==> src/rtl/bf_pkg.sv <==
// Shared opcodes, state encoding and default widths for the BF sequencer.
// Latency: n/a (declarations only).
// Backpressure: n/a.
package bf_pkg;

    localparam int DEPTH_W_DEF = 8;
    localparam int PC_W_DEF    = 8;

    localparam logic [7:0] OP_INC   = 8'h2B;
    localparam logic [7:0] OP_DEC   = 8'h2D;
    localparam logic [7:0] OP_RIGHT = 8'h3E;
    localparam logic [7:0] OP_LEFT  = 8'h3C;
    localparam logic [7:0] OP_LOOP  = 8'h5B;
    localparam logic [7:0] OP_END   = 8'h5D;
    localparam logic [7:0] OP_OUT   = 8'h2E;
    localparam logic [7:0] OP_IN    = 8'h2C;
    localparam logic [7:0] OP_HALT  = 8'h00;

    typedef enum logic [2:0] {
        IDLE,
        EXEC,
        SCAN_FWD,
        SCAN_BACK,
        WAIT_IN,
        WAIT_OUT,
        HALT
    } state_t;

endpackage

==> src/rtl/bf_depth_counter.sv <==
// Bracket nesting-depth counter with load-one, clear, increment and decrement.
// Latency: one cycle from command to new count; flags are combinational from the count.
// Backpressure: none; the caller must not increment when at_max is set.
module bf_depth_counter #(
    parameter int DEPTH_W = 8
) (
    input  logic clk,
    input  logic reset_n,
    input  logic load_one,
    input  logic clear,
    input  logic inc,
    input  logic dec,
    output logic at_one,
    output logic at_max
);

    logic [DEPTH_W-1:0] depth;

    always_ff @(posedge clk or negedge reset_n) begin
        if (!reset_n) begin
            depth <= '0;
        end else if (clear) begin
            depth <= '0;
        end else if (load_one) begin
            depth <= {{(DEPTH_W-1){1'b0}}, 1'b1};
        end else if (inc) begin
            depth <= depth + 1'b1;
        end else if (dec) begin
            depth <= depth - 1'b1;
        end
    end

    assign at_one = (depth == {{(DEPTH_W-1){1'b0}}, 1'b1});
    assign at_max = &depth;

endmodule

==> src/rtl/bf_control_unit.sv <==
// BF instruction sequencer: decodes instr, drives ALU/mux strobes, scans brackets, runs byte I/O.
// Latency: one instruction per cycle in EXEC; scans take one cycle per byte; strobes are combinational.
// Backpressure: stalls in WAIT_IN/WAIT_OUT until in_valid/out_ready; BF_RETIRE_COUNT_EN adds retired.
module bf_control_unit
    import bf_pkg::*;
#(
    parameter int DEPTH_W = DEPTH_W_DEF,
    parameter int PC_W    = PC_W_DEF
) (
    input  logic            clk,
    input  logic            reset_n,
    input  logic            start,
    input  logic [7:0]      instr,
    input  logic [PC_W-1:0] pc,
    input  logic [7:0]      data,
    output logic            pc_en,
    output logic            pc_dec,
    output logic            dp_en,
    output logic            dp_dec,
    output logic            d_we,
    output logic            d_dec,
    output logic            d_sel,
    input  logic            in_valid,
    output logic            in_ready,
    output logic            out_valid,
    input  logic            out_ready,
    output logic [7:0]      out_data,
    output logic            busy,
    output logic            halted,
    output logic            error
`ifdef BF_RETIRE_COUNT_EN
    ,
    output logic [31:0]     retired
`endif
);

    state_t state, next_state;
    logic   dc_load, dc_clear, dc_inc, dc_dec;
    logic   at_one, at_max;
    logic   set_halt, set_err, load_out;

    bf_depth_counter #(.DEPTH_W(DEPTH_W)) u_depth (
        .clk      (clk),
        .reset_n  (reset_n),
        .load_one (dc_load),
        .clear    (dc_clear),
        .inc      (dc_inc),
        .dec      (dc_dec),
        .at_one   (at_one),
        .at_max   (at_max)
    );

    always_ff @(posedge clk or negedge reset_n) begin
        if (!reset_n) begin
            state    <= IDLE;
            halted   <= 1'b0;
            error    <= 1'b0;
            out_data <= 8'h00;
        end else begin
            state <= next_state;
            if (set_halt) halted <= 1'b1;
            if (set_err)  error  <= 1'b1;
            if (load_out) out_data <= data;
        end
    end

    always_comb begin
        next_state = state;
        pc_en      = 1'b0;
        pc_dec     = 1'b0;
        dp_en      = 1'b0;
        dp_dec     = 1'b0;
        d_we       = 1'b0;
        d_dec      = 1'b0;
        d_sel      = 1'b0;
        in_ready   = 1'b0;
        out_valid  = 1'b0;
        dc_load    = 1'b0;
        dc_clear   = 1'b0;
        dc_inc     = 1'b0;
        dc_dec     = 1'b0;
        set_halt   = 1'b0;
        set_err    = 1'b0;
        load_out   = 1'b0;
        case (state)
            IDLE: if (start) next_state = EXEC;
            EXEC: begin
                case (instr)
                    OP_INC:   begin d_we = 1'b1; pc_en = 1'b1; end
                    OP_DEC:   begin d_we = 1'b1; d_dec = 1'b1; pc_en = 1'b1; end
                    OP_RIGHT: begin dp_en = 1'b1; pc_en = 1'b1; end
                    OP_LEFT:  begin dp_en = 1'b1; dp_dec = 1'b1; pc_en = 1'b1; end
                    OP_LOOP: begin
                        pc_en = 1'b1;
                        if (data == 8'h00) begin
                            dc_load    = 1'b1;
                            next_state = SCAN_FWD;
                        end
                    end
                    OP_END: begin
                        pc_en = 1'b1;
                        if (data != 8'h00) begin
                            pc_dec     = 1'b1;
                            dc_load    = 1'b1;
                            next_state = SCAN_BACK;
                        end
                    end
                    OP_OUT:  begin load_out = 1'b1; next_state = WAIT_OUT; end
                    OP_IN:   next_state = WAIT_IN;
                    OP_HALT: begin set_halt = 1'b1; next_state = HALT; end
                    default: pc_en = 1'b1;
                endcase
            end
            SCAN_FWD: begin
                case (instr)
                    OP_LOOP: begin
                        if (at_max) begin
                            set_err = 1'b1; set_halt = 1'b1; next_state = HALT;
                        end else begin
                            dc_inc = 1'b1; pc_en = 1'b1;
                        end
                    end
                    OP_END: begin
                        pc_en = 1'b1;
                        if (at_one) begin
                            dc_clear   = 1'b1;
                            next_state = EXEC;
                        end else begin
                            dc_dec = 1'b1;
                        end
                    end
                    OP_HALT: begin set_err = 1'b1; set_halt = 1'b1; next_state = HALT; end
                    default: pc_en = 1'b1;
                endcase
            end
            SCAN_BACK: begin
                // A match at PC 0 is still legal; only a miss there is fatal.
                if (instr == OP_LOOP && at_one) begin
                    pc_en      = 1'b1;
                    dc_clear   = 1'b1;
                    next_state = EXEC;
                end else if (pc == '0) begin
                    set_err = 1'b1; set_halt = 1'b1; next_state = HALT;
                end else if (instr == OP_END && at_max) begin
                    set_err = 1'b1; set_halt = 1'b1; next_state = HALT;
                end else begin
                    pc_en  = 1'b1;
                    pc_dec = 1'b1;
                    dc_inc = (instr == OP_END);
                    dc_dec = (instr == OP_LOOP);
                end
            end
            WAIT_IN: begin
                in_ready = 1'b1;
                d_sel    = 1'b1;
                if (in_valid) begin
                    d_we = 1'b1; pc_en = 1'b1; next_state = EXEC;
                end
            end
            WAIT_OUT: begin
                out_valid = 1'b1;
                if (out_ready) begin
                    pc_en = 1'b1; next_state = EXEC;
                end
            end
            HALT:    next_state = HALT;
            default: next_state = IDLE;
        endcase
    end

    assign busy = (state != IDLE) && (state != HALT);

`ifdef BF_RETIRE_COUNT_EN
    // Every completed instruction advances the PC and either stays in or returns to EXEC.
    logic retire;
    assign retire = pc_en && ((state == EXEC) || (next_state == EXEC));

    always_ff @(posedge clk or negedge reset_n) begin
        if (!reset_n) begin
            retired <= 32'h0;
        end else if (retire && (retired != 32'hFFFF_FFFF)) begin
            retired <= retired + 32'd1;
        end
    end
`endif

endmodule

==> config.mk <==
export PLATFORM = sky130hd
export DESIGN_NAME = bf_control_unit
export DESIGN_NICKNAME = d
export VERILOG_FILES = /design/src/rtl/bf_pkg.sv /design/src/rtl/bf_depth_counter.sv /design/src/rtl/bf_control_unit.sv
export SDC_FILE = /design/constraint.sdc
export NUM_CORES = 1
export LEC_CHECK = 0
export CORE_MARGIN = 5
export CORE_UTILIZATION = 30
export DETAILED_ROUTE_END_ITERATION = 12
export DONT_BUFFER_PORTS = 1
export PLACE_DENSITY = 0.51
export REMOVE_ABC_BUFFERS = 1
export SLEW_MARGIN = 25
export SYNTH_ARGS = -nofsm -noshare
export SYNTH_HDL_FRONTEND = slang
export SYNTH_HIERARCHICAL = 1
export SYNTH_SLANG_ARGS = --single-unit
==> constraint.sdc <==
create_clock -name clk -period 9.79 [get_ports clk]
set_clock_uncertainty 0.15 [all_clocks]
set_input_delay 0.979 -clock clk [delete_from_list [all_inputs] [get_ports clk]]
set_output_delay 0.979 -clock clk [all_outputs]
set_load 0.02 [all_outputs]
Yosys cells after proc, flatten, opt, wreduce, memory -nomap -nowiden
Cells that the tools add are included.
{"block": "classes", "eq_ne": 26, "n_mul": 0, "n_reduce_logical": 15, "muxes": 68, "add_sub_neg": 2, "n_div": 0, "order_cmp": 0, "bitwise_logic": 0, "shifts": 0}
{"op": "== test 8 x 6 -> 1 bit (second input constant)", "n": 6}
{"op": "two-way mux 1 bit", "n": 40}
{"op": "two-way mux 8 bit", "n": 4}
{"op": "two-way mux 3 bit", "n": 10}
{"op": "zero test 8 bit", "n": 3}
{"op": "one-hot mux 3 bit (7 select lines)", "n": 1}
{"op": "one-hot mux 1 bit (2 select lines)", "n": 9}
{"op": "== test 8 x 7 -> 1 bit (second input constant)", "n": 2}
{"op": "inequality test 3 bit (second input constant)", "n": 5}
{"op": "one-hot mux 3 bit (5 select lines)", "n": 1}
{"op": "AND reduction 10 bit", "n": 1}
{"op": "== test 3 bit (second input constant)", "n": 3}
{"op": "one-hot mux 3 bit (3 select lines)", "n": 1}
{"op": "adder 8 x 1 -> 8 bit (second input constant)", "n": 1}
{"op": "== test 8 x 1 -> 1 bit (second input constant)", "n": 1}
{"op": "AND reduction 8 bit", "n": 1}
{"op": "nonzero test 8 bit", "n": 1}
{"op": "subtractor 8 x 1 -> 8 bit (second input constant)", "n": 1}
{"op": "== test 3 x 2 -> 1 bit (second input constant)", "n": 2}
{"op": "inequality test 2 bit (second input constant)", "n": 3}
{"op": "inequality test 6 x 4 -> 1 bit (second input constant)", "n": 1}
{"op": "one-hot mux 1 bit (5 select lines)", "n": 1}
{"op": "inequality test 4 x 3 -> 1 bit (second input constant)", "n": 1}
{"op": "inequality test 4 bit (second input constant)", "n": 1}
{"op": "8 further kinds", "n": 11}
{"block": "totals", "regBits": 21, "latchBits": 0, "inputBits": 29, "romBits": 0, "output_inout_bits": 20, "ramBits": 0, "wordCells": 116, "mem_count": 0}

Depth between registers and ports, before layout
Gate-level depths: netlist (run 1).
{"block": "logic_depth", "depth_word": 10, "depth_mapped": 12, "ltp_nobuf": 11}

Cells and area by module
The synthesis (run 1) kept the hierarchy.
{"module": "bf_control_unit", "n_inst": 1, "area_per_inst_um2": 1053.5, "cells_each": 118}
{"module": "bf_depth_counter", "n_inst": 1, "area_per_inst_um2": 579.3, "cells_each": 66}

Worst setup path before layout (run 1)
No wires, ideal clock.
{"block": "synth_timing", "kind": "input -> output", "from": "input instr[0]", "to": "output pc_en", "t_arrival_ns": 2.283, "cell_stages": 6, "slack_ns": 6.378, "path_cell_list": "or4_4 -> a21oi_1 -> nor2_1 -> a221oi_1 -> o21ai_0 -> o21bai_1"}
{"block": "synth_between", "elab_chain_len": 6, "elab_cells_between_ends": 14, "classes_between": "eq/ne (4); mux (6); reduce/logical (4)"}
{"item": "start: declaration", "line_no": "bf_control_unit.sv:13", "text": "input logic [7:0] instr,"}
{"item": "== test 8 x 7 -> 1 bit", "line_no": "bf_control_unit.sv:144", "text": "end else if (instr == OP_END && at_max) begin"}
{"item": "logical AND 1 bit", "line_no": "bf_control_unit.sv:144"}
{"item": "two-way mux 1 bit", "line_no": "bf_control_unit.sv:144"}
{"item": "two-way mux 1 bit", "line_no": "bf_control_unit.sv:142", "text": "end else if (pc == '0) begin"}
{"item": "two-way mux 1 bit", "line_no": "bf_control_unit.sv:138", "text": "if (instr == OP_LOOP && at_one) begin"}
{"item": "one-hot mux 1 bit (5 select lines) *", "line_no": "bf_control_unit.sv:85", "text": "case (state)"}
{"item": "end: declaration", "line_no": "bf_control_unit.sv:16", "text": "output logic pc_en,"}
Every way passes the cells marked *; elsewhere a longest branch is shown, timed or not.

Worst setup path in the final report (run 1)
{"block": "layout_timing", "from": "register u_depth.depth[4]", "to": "output pc_dec"}
{"block": "layout_between", "elab_cells_between_ends": 8, "classes_between": "eq/ne (1); mux (4); reduce/logical (3)"}
{"item": "start: declaration", "line_no": "bf_depth_counter.sv:17", "text": "logic [DEPTH_W-1:0] depth;"}
{"item": "start signal: assignment", "line_no": "bf_depth_counter.sv:25", "text": "depth <= {{(DEPTH_W-1){1'b0}}, 1'b1};"}
{"item": "start signal: assignment", "line_no": "bf_depth_counter.sv:27", "text": "depth <= depth + 1'b1;"}
{"item": "start signal: assignment", "line_no": "bf_depth_counter.sv:29", "text": "depth <= depth - 1'b1;"}
{"item": "== test 8 x 1 -> 1 bit", "line_no": "bf_depth_counter.sv:33", "text": "assign at_one = (depth == {{(DEPTH_W-1){1'b0}}, 1'b1});"}
{"item": "net at_one", "line_no": "bf_control_unit.sv:39", "text": "logic at_one, at_max;"}
{"item": "logical AND 1 bit", "line_no": "bf_control_unit.sv:138"}
{"item": "two-way mux 1 bit", "line_no": "bf_control_unit.sv:138"}
{"item": "one-hot mux 1 bit (2 select lines)", "line_no": "bf_control_unit.sv:85"}
{"item": "end: declaration", "line_no": "bf_control_unit.sv:17", "text": "output logic pc_dec,"}
The timed path passes the listed nets, and every way through them passes these cells.

==> results of run 1 <==
-- flip-flops by register name, summed over array words and instances (netlist names) --
| register | cells |
|---|---|
| halted | 1 |
| error | 1 |
| out_data | 8 |
| state | 3 |
| u_depth/depth | 8 |
-- worst max-delay path, cell delays in order (launching register included) --
cell	delay, ns
dfrtp_1	0.46
or4_4	0.56
nor4b_2	0.56
a21oi_1	0.25
nand2_2	0.15
o21ai_0	0.31
-- power by group through the flow --
| stage | Combinational, W | Clock [W] | Sequential, W |
|---|---|---|---|
| 2_1_floorplan | 0.000147 | 0 | 0.000137 |
| 3_3_place_gp | 0.000175 | 0 | 0.000146 |
| 3_5_place_dp | 0.000173 | 0 | 0.000146 |
| 4_1_cts | 0.000174 | 0.0000597 | 0.000144 |
| 5_1_grt | 0.000194 | 0.0000660 | 0.000149 |
| 6_report | 0.000175 | 0.0000568 | 0.000146 |
-- cell usage after synthesis, types with 3 or more instances --
cell type and count:
nor3_1 13, ha_1 3, nor3_2 3, nand3_1 7, xnor2_1 4, inv_1 5, mux2_2 9, nand2b_1 3
dfrtp_1 21, o21a_1 4, buf_6 3, or4_1 4, or4_4 4, nor2b_1 4, a21oi_1 11, or3_1 3
nand2_1 14, nor2_1 23, nand4_1 3, o31ai_1 3, o21ai_0 6
-- logic make-up (layout without fill, tap and decap cells) --
family                   count (synthesis)  count (layout)  synth area share
adder cells (fa/ha/maj)                  3               3            0.0230
buffers and inverters                   12               9            0.0467
multiplexers                            11              11            0.0774
AO/OA/AOI/OAI                           37              37             0.150
flip-flops                              21              21             0.322
XOR/XNOR                                 4               4            0.0215
AND/OR/NAND/NOR                         96              96             0.359
-- routing by layer --
layer / track usage / part of all wire / vias up / wire length [µm]
met2: 0.153 / 0.43 / 42 / 1640
met4: 0.0395 / 0.016 / 0 / 61
met5: 0 / 0 / - / 0
li1: - / - / 671 / -
met3: 0.0207 / 0.044 / 4 / 170
met1: 0.166 / 0.51 / 635 / 1950
-- through the flow --
stage               hold slack (ns)  std cells  worst slack [ns]   util
floorplan                     0.400        177              6.38      -
global placement              0.440        247              6.08  0.319
detailed placement            0.440        247              5.99  0.319
CTS                           0.241        251              5.68  0.328
global route                  0.222        251              5.92  0.330
finish                        0.253        251              6.11  0.330
-- final timing paths --
kind / cells after the start / slack [ns] / endpoint / start
min in group clk: 2 / 0.46 / u_depth/depth[6]$_DFFE_PN0P_ / u_depth/depth[6]$_DFFE_PN0P_
setup / recovery: 5 / 6.11 / pc_dec / u_depth/depth[4]$_DFFE_PN0P_
hold reg to reg: 2 / 0.46 / u_depth/depth[6]$_DFFE_PN0P_ / u_depth/depth[6]$_DFFE_PN0P_
setup reg to reg: 10 / 6.50 / u_depth/depth[5]$_DFFE_PN0P_ / u_depth/depth[4]$_DFFE_PN0P_
hold / removal: 0 / 0.25 / out_data[7]$_DFFE_PN0P_ / reset_n
max in group asynchronous: 0 / 9.16 / u_depth/depth[0]$_DFFE_PN0P_ / reset_n
-- area by class of cell --
type                    count  area, µm²  share of cell area
clock inverters             1       5.00             0.00292
well taps                  70       87.6              0.0511
inverters                   5       18.8              0.0109
flip-flops and latches     21        526               0.306
multi-input cells         151       1040               0.605
clock buffers               3       41.3              0.0241
==> results, run 1 <==
- The flow ran to the end, and the final reports show no timing, DRC or antenna violations.
- The total setup violations reported at the end of the flow is 0.
- The count of antenna diodes in the layout is 0.
- The number of clock sinks is 21.
- The share of post-route cells with drive strength above 1 is 0.182.
- After detailed placement, the total cell area comes to 0.00166 mm².
- The total routed wirelength is 3820 µm.
- Routability-driven placement finished with a final weighted congestion of 0.900.
- The most common cell after layout, fill and taps aside is nor2_1.
- The number of setup buffers added after CTS is 0.
- CTS built an H-tree with a depth of 1.
- The power after layout is 0.000377 W.
- Across the run, the number of max-cap violations was 0.
- The flip-flop cell with the highest count after synthesis is dfrtp_1.
- The clock passes through at most 2 buffers.
- After clock tree synthesis, the clock-pin slew on the worst setup and hold paths is 0.08 ns.
- Summed over all failing endpoints, the final setup total negative slack is 0 ns.
- The peak fanout along the critical path is 7.
- The slew of the pin with the lowest slew margin is 0.934 ns.
- The worst setup path is launched from a register.
- Relative to the synthesized area, the layout overhead comes to 5.06%.
- The synthesized netlist occupies a cell area of 0.00163 mm².
- The die is 83.8 µm tall.
- The static leakage is 0.675 nW.
- The count of final hold-check violations came to 0.
- The sequential group share of total power is 0.386.
- For this configuration, the core starts out at a cell density of 0.314.
- After global routing the overflow that remains totals 0.
- The peak clock frequency supported by timing is 0.272 GHz.
- Of the total power, the share spent switching nets is 0.439.
- The total of flip-flops plus latches after synthesis is 21.
- The area of the die is 0.00702 mm².
- The post-synthesis cell count is 184.
- The final net count is 214.
- The endpoint required time on the critical path is 8.66 ns.
- The hold-fix buffer count after cts is 0.
- For this run, design rule violations remaining after detail routing come to 0.
- The number of routed nets with antenna violations is 0.
- The internal power consumption is 0.000212 W.
- Of the post-synthesis cell area, the dominant cell type holds 0.322.
- Setup repair after global routing left no endpoint under its margin.
- After layout, the minimum clock period comes to 3.68 ns.
- The maximum number of pins on one net before global-route repair is 22.
- The maximum VDD drop is 0.102 mV.
- The total net switching power is 0.000165 W.
- The number of gates given a new drive strength after cts is 0.
- The routed wire length per instance is 15.2 µm.
- The detailed-routing iteration count for the pre-antenna-repair pass is 4.
- After synthesis, the cell types taking the most area are dfrtp_1 32%, mux2_2 6.2%, nor2_1 5.3%, nor3_1 4.0%, a21oi_1 3.4%.
- Summed over all nets, the half-perimeter wirelength after detailed placement is 3040 µm.
- The final count of pins violating max slew is 0.
- The netlist uses 51 different library cells.
- Across all layers, the routed design uses 1352 vias.
- In this run the count of I/O pins placed on the die edge is 49.
- The via density per instance is 5.39.
- The total track usage is 0.110.
- After filler insertion, the fill cell instance count of the layout stands at 590.
- The core outline area is 0.00520 mm².
- The share of flip-flops with an asynchronous set or reset after synthesis is 1.00.
- The total number of placement rows is 26.
- The endpoint type of the worst setup path is an output pin.
- The later-pin clock latency in the skew report is 0.26 ns.
- The post-synthesis area per instance is 8.87 µm².
- The number of enable-type register cells in the synthesized netlist is 0.
- Of the available clock period, the critical path in the final layout requires 0.376.
- The class of the most critical hold timing path is in -> async.
- The critical path in this run is classified as reg -> out.
- The wire length of the first global-routing pass is 6400 µm.
- The CTS buffer count is 3.
- The die width is 83.8 µm.
- For this design the ratio of total power to cell area is 220 mW/mm².
- The final design area excluding fillers is 0.00172 mm².
- The clock tree root buffer cell is clkbuf_8.
- Of the total power, the clock network draws 0.151.
- The relative contribution of combinational cells to total power is 0.463.
- The part of the Yosys area used for sequential elements is 0.322.
- The tightest slew margin relative to the limit is 0.376.
- For this block, the initial DRC count from the detailed router was 115.
- The number of global-route vias before repair is 1272.
- The worst endpoint data arrival time is 2.55 ns.
- The top cell types in the final layout, fill and taps aside, are 23 x nor2_1, 21 x dfrtp_1, 14 x nand2_1, 13 x nor3_1, 11 x a21oi_1.
- The TritonCTS clock tree is done.
- For this run, the number of Yosys warnings is 6.
- dfrtp_1 takes more of the synthesized area than any other cell.
- The number of antenna violations at the first check in global routing came to 0.
- The count of buffers added on input and output ports is 0.
(Power assumes the default switching activity.)
==> run 2: changes to the inputs <==
==> constraint.sdc (replaced) <==
create_clock -name clk -period 3.75 [get_ports clk]
set_clock_uncertainty 0.15 [all_clocks]
set_input_delay 0.375 -clock clk [delete_from_list [all_inputs] [get_ports clk]]
set_output_delay 0.375 -clock clk [all_outputs]
set_load 0.02 [all_outputs]
==> run 2 against run 1 <==
  * Hold slack got worse by 0.15 ns
  * Global-route usage up 0.13 points
  * Utilization is 0.65 points higher
  * Wire length rose by 1.4%
  * Largest cell class unchanged
  * Via count fell by 1.7%
  * Final cell count grew 2.0%
  * Combinational power grew to 2.7 times the previous value
  * Register-to-register slack got worse by 5.9 ns
  * Critical path depth is 6 higher
  * Die area unchanged
==> results, run 2 (synthesis gave the netlist of run 1 again) <==
- The run finished with clean final reports.
- The TritonCTS clock tree is done.
- The startpoint identified for the worst register-to-register timing path is u_depth/depth[3]$_DFFE_PN0P_.
- The final critical path time including I/O delays and setup is 3.15 ns.
- The tightest slew margin relative to the limit is 0.439.
- The type of origin of the critical path is a register.
- The final count of pins violating max slew came to 0.
- The final design area excluding fillers is 0.00175 mm².
- Max-cap violations in this run came to 0.
- For this run, design rule violations remaining after detail routing come to 0.
- The instance area at placement is 0.00169 mm².
- The die boundary height is 83.8 µm.
- In the finished design, the share of the clock period the worst path needs comes to 0.839.
- After floorplanning, the core was sized to cover 0.00520 mm².
- Clock latency on the worst-skew pair, taken at its later pin, is 0.26 ns.
- The critical path capture point is u_depth/depth[5]$_DFFE_PN0P_.
- The longest clock path from root to sink contains 2 buffers.
- The total routed wirelength is 3880 µm.
- Leaving out fill and tap cells, the most frequent cell in the layout is nor2_1.
- Data on the critical path arrives at its endpoint at 3.15 ns.
- The routed wire length per instance is 15.1 µm.
- The via count is 1329.
- The startpoint identified for the worst hold timing path is data[1].
- CTS saw 21 sinks.
- The power after layout is 0.000997 W.
- The number of antenna violations at the first check in global routing came to 0.
- At the worst endpoint, the required time is 3.75 ns.
- The fill cell instance count of the final layout is 578.
- The number of global-route vias before repair came to 1288.
- The slew of the pin with the lowest slew margin is 0.832 ns.
- The worst slack at placement is 0.625 ns.
- The area of the die is 0.00702 mm².
- The launching element of the worst setup path is u_depth/depth[3]$_DFFE_PN0P_.
- The floorplan has 26 rows.
- Clock tree synthesis inserted a total of 3 buffers.
- For this design the static power due to leakage is 0.694 nW.
- Clock-pin slew was measured on the worst setup and hold paths at 0.08 ns.
- In the layout the commonest cells are 23 x nor2_1, 21 x dfrtp_1, 14 x nand2_1, 13 x nor3_1, 11 x a21oi_1.
- The weighted congestion at the end of routability-driven global placement is 0.836.
- The share of post-route cells with drive strength above 1 is 0.194.
- The count of buffers inserted at the top-level ports is 0.
- Measured along the x axis, the die boundary spans 83.8 µm.
- The endpoint identified for the worst register-to-register timing path is u_depth/depth[5]$_DFFE_PN0P_.
- The count of final hold-check violations is 0.
- Across the VDD grid, the largest voltage drop is 0.210 mV.
- Entering global routing, the biggest net connects 22 pins.
- STA classifies the critical path endpoint as a register.
- Detailed placement ended at an HPWL of 3110 µm.
- The post-layout worst setup margin is 0.605 ns.
- The initial standard-cell utilization of the core is 0.314.
- Based on the critical path, the design can be clocked at up to 0.318 GHz.
- After detailed routing, the number of vias per cell comes to 5.19.
- The power density of the placed cells is 570 mW/mm².
- The number of setup buffers added after CTS is 0.
- Setup repair after global routing left no endpoint under its margin.
- The number of cells traversed by the worst register-to-register path is 11.
- The global route total overflow is 0.
- The net count of the finished layout is 219.
- The detailed-routing iteration count for the pre-antenna-repair pass is 4.
- 49 I/O pins were placed.
- The total setup violations reported at the end of the flow is 0.
- The initial detailed-routing violation count is 59.
- Across every metal layer, demand over resource in global routing totals 0.111.
- The class of the most critical hold timing path is in -> reg.
- CTS placed an instance of clkbuf_8 at the clock tree root.
- The first global-routing pass estimated 6430 µm of wire.
- The peak fanout along the critical path is 11.
- The level count of the clock H-tree is 1.
- The count of antenna diodes in the layout is 0.
- The area growth from synthesis to layout is 7.13%.
- The flop-to-flop setup slack is 0.60 ns.
- The setup path with the least slack is of type reg -> reg.
- The number of routed nets with antenna violations is 0.
- In the final timing run, aggregate negative setup slack is 0 ns.
- In the final layout, the registers with the most flip-flops are out_data x8, u_depth/depth x8, state x3.
==> run 2: cell types whose count changed in the layout (fill, tap and decap cells not counted), sizes merged <==
| cell | change |
|---|---|
| clkinvlp | +1 |
| clkinv | -1 |
| dlygate4sd3 | +1 |
| buf | +4 |
==> run 2: cell type report <==
type / instances / area (µm²) / area share
inverters: 5 / 18.8 / 0.0107
repair buffers: 5 / 37.5 / 0.0215
clock buffers: 3 / 41.3 / 0.0236
well taps: 70 / 87.6 / 0.0501
multi-input cells: 151 / 1030 / 0.589
clock inverters: 1 / 7.51 / 0.00429
flip-flops and latches: 21 / 526 / 0.300
==> run 2: per-stage QoR <==
step           hold slack [ns]  cells   util
6_report                 0.106    256  0.336
3_5_place_dp           -0.0700    250  0.324
5_1_grt                 0.0914    256  0.336
3_3_place_gp           -0.0701    250  0.324
2_1_floorplan          -0.0706    177      -
4_1_cts                 0.0944    255  0.335
==> run 2: critical path: stages (launching register included) <==
cell,delay (ns)
dfrtp_1,0.49
or4_4,0.53
nor4b_1,0.26
buf_4,0.20
a21o_1,0.13
nor3_1,0.04
a21oi_1,0.13
nor2_1,0.16
or4_4,0.55
nor4_2,0.20
o21a_1,0.16
nor3_2,0.04
==> run 2: worst min path at each step <==
stage                              endpoint  slack, ns  cells after the start
finish              out_data[1]$_DFFE_PN0P_       0.11                      1
global route        out_data[4]$_DFFE_PN0P_       0.09                      1
detailed placement  out_data[7]$_DFFE_PN0P_      -0.07                      0
global placement    out_data[7]$_DFFE_PN0P_      -0.07                      0
CTS                 out_data[2]$_DFFE_PN0P_       0.09                      1
floorplan                 error$_DFFE_PN0P_      -0.07                      0
==> run 2: routing by layer <==
metal / share of wire / GRT usage / vias to the layer above / wire, µm
met1: 0.49 / 0.161 / 612 / 1890
met5: 0 / 0 / - / 0
met3: 0.038 / 0.0168 / 4 / 149
met4: 0.016 / 0.0439 / 0 / 63
met2: 0.46 / 0.163 / 32 / 1770
li1: - / - / 681 / -
==> run 2: power breakdown <==
group          switching, W  internal (W)  leakage [nW]
Clock             0.0000786     0.0000751        0.0217
Combinational      0.000255      0.000210         0.388
Sequential         0.000102      0.000276         0.284
==> run 2: timing repair <==
| item | in CTS | in global routing |
|---|---|---|
| hold buffers | 1 | 1 |
| endpoints found under the hold margin | 21 | 21 |
| gates resized for setup | 0 | 0 |
==> run 3: changes to the inputs <==
==> constraint.sdc (replaced) <==
create_clock -name clk -period 3.22 [get_ports clk]
set_clock_uncertainty 0.15 [all_clocks]
set_input_delay 0.322 -clock clk [delete_from_list [all_inputs] [get_ports clk]]
set_output_delay 0.322 -clock clk [all_outputs]
set_load 0.02 [all_outputs]
==> run 3 against run 2 <==
  * Wire length is 2.4% higher
  * Largest cell class unchanged
  * Hold slack got worse by 0.057 ns
  * Fmax is 5.9% higher
  * Final cell count grew 1.2%
  * Highest routed layer unchanged
==> results, run 3 (synthesis gave the netlist of run 1 again) <==
- The number of global-route vias before repair came to 1308.
- The endpoint type of the worst setup path is a register.
- The share of post-route cells with drive strength above 1 is 0.212.
- The number of routed nets with antenna violations is 0.
- The critical path start-end classification is reg -> reg.
- The number of antenna violations at the first check in global routing is 0.
- The total setup violations reported at the end of the flow is 0.
- The I/O pin total is 49.
- Routability-driven placement finished with a final weighted congestion of 0.821.
- Along the worst path, the maximum fanout reaches 7.
- The total number of placement rows is 26.
- The initial detailed-routing violation count is 91.
- Excluding fillers, the count of instances in the completed layout stands at 259.
- In the post-route analysis, the smallest setup slack over all paths is 0.250 ns.
- For the worst setup path, the data required time is 3.26 ns.
- The peak clock frequency supported by timing is 0.337 GHz.
- The CTS buffer count is 3.
- The clock transition at the registers of the reported paths is 0.08 ns.
- The count of final hold-check violations was 0.
- The final layout contains 222 nets.
- In the layout the commonest cells are 23 x nor2_1, 21 x dfrtp_1, 14 x nand2_1, 13 x nor3_1, 11 x a21oi_1.
- After detailed routing, the total wire length is 3970 µm.
- The floorplan step defined a die boundary enclosing 0.00702 mm².
- The HPWL after detailed placement is 3190 µm.
- In this run, placement finished with an instance count of 253.
- The detailed router placed 1360 vias in this run.
- The routed wire length per instance is 15.3 µm.
- The maximum number of pins on one net before global-route repair is 22.
- The level count of the clock H-tree is 1.
- The area growth from synthesis to layout is 8.89%.
- The worst pin sits at a relative slew slack of 0.448.
- The maximum buffer depth of the clock tree is 2.
- The repair_antennas step left the layout with diodes totalling 0.
- Clock tree synthesis found a total of 21 sinks.
- Setup repair after global routing left no endpoint under its margin.
- The later-pin clock latency in the skew report is 0.26 ns.
- The type of origin of the critical path is a register.
- The final critical path time including I/O delays and setup is 2.97 ns.
- Data on the critical path arrives at its endpoint at 3.01 ns.
- The fraction of met2 tracks used by global routing is 0.163.
- The static leakage is 0.711 nW.
- Timing analysis after detailed placement gives a worst setup slack of 0.163 ns.
- Max-cap violations in this run came to 0.
- The final routed DRC violation total is 0.
- The met1 track demand over resource is 0.163.
- The initial standard-cell utilization of the core is 0.314.
- The pre-antenna-repair detailed-routing pass consisted of 4 iterations.
- The wire length of the first global-routing pass is 6490 µm.
- The total track usage is 0.111.
- The number of setup buffers added after CTS is 0.
- The final count of pins violating max slew was 0.
- The count of buffers inserted at the top-level ports is 0.
- The TritonCTS clock tree is done.
- The die boundary height is 83.8 µm.
- The core region is 0.00520 mm².
- Leaving out fill and tap cells, the most frequent cell in the layout is nor2_1.
- The maximum VDD drop is 0.431 mV.
- The run finished with clean final reports.
- The tree is rooted in a clkbuf_8.
- The final clock period utilization by the worst path is 0.922.
- The class of the most critical hold timing path is in -> reg.
- The global routing stage identified its most utilized layer as met2.
- Dividing total power by cell area gives a power density of 671 mW/mm².
- The global-route met3 utilization is 0.0267.
- The via density per instance is 5.25.
- In the final layout, the registers with the most flip-flops are out_data x8, u_depth/depth x8, state x3.
- The slew of the pin with the lowest slew margin is 0.819 ns.
- The global route total overflow is 0.
- The floorplan step set the die width to 83.8 µm.
[run 3: cell types whose count changed in the layout (fill, tap and decap cells not counted), sizes merged]
cell / before / now
buf: 4 / 7
[run 3: repair_timing]
action / 4_1_cts / 5_1_grt
endpoints found under the hold margin: 21 / 21
gates resized for setup: 0 / 1
hold buffers: 1 / 1
endpoints found under the setup margin: 0 / 1
[run 3: per-layer routing]
metal | vias to the layer above | part of all wire
li1 | 687 | -
met1 | 640 | 0.49
met2 | 31 | 0.45
met5 | - | 0
met3 | 2 | 0.052
met4 | 0 | 0.0068
[run 3: layout make-up]
class,instances,area (µm²)
sequential,21,526
clock inverter,1,7.51
tap,70,87.6
timing repair buffer,8,60.1
multi-input combinational,151,1040
fill,552,3430
clock buffer,3,41.3
inverter,5,18.8
[run 3: path summary, 6_finish.rpt]
kind	start	to	slack, ns	cells after the start
min reg2reg	u_depth/depth[6]$_DFFE_PN0P_	u_depth/depth[6]$_DFFE_PN0P_	0.46	2
max reg2reg	u_depth/depth[4]$_DFFE_PN0P_	u_depth/depth[5]$_DFFE_PN0P_	0.25	10
max in group asynchronous	reset_n	state[2]$_DFFE_PN0P_	2.18	2
max	u_depth/depth[4]$_DFFE_PN0P_	u_depth/depth[5]$_DFFE_PN0P_	0.25	10
min	data[0]	out_data[0]$_DFFE_PN0P_	0.05	1
min in group asynchronous	reset_n	out_data[7]$_DFFE_PN0P_	0.41	2
[run 3: worst max-delay path, cell delays in order, from the launching register on]
cell and delay [ns]:
dfrtp_1 0.46, or4_4 0.55, nor4b_2 0.26, a21o_1 0.19, nor3_1 0.05, a21oi_1 0.12, nor2_1 0.10, or4_4 0.53
nor4_2 0.22, nor3_1 0.10, nor3_2 0.15
[run 3: metrics by stage]
step | utilization | instance area (µm²) | total power [W] | TNS (ns) | hold WS (ns)
after floorplan | - | 1580 | 0.000861 | -0.114 | -0.124
after global placement | 0.328 | 1710 | 0.00101 | 0 | -0.123
after detailed placement | 0.328 | 1710 | 0.00100 | 0 | -0.123
after CTS | 0.339 | 1770 | 0.00120 | 0 | 0.0394
after global routing | 0.342 | 1780 | 0.00128 | 0 | 0.0319
final | 0.342 | 1780 | 0.00119 | 0 | 0.0493
[run 3: power breakdown]
group	total (W)	internal, W	leakage, nW	switching [W]
Clock	0.000179	0.0000874	0.0217	0.0000912
Sequential	0.000416	0.000322	0.284	0.0000945
Combinational	0.000598	0.000262	0.405	0.000337
Total	0.00119	0.000671	0.711	0.000522
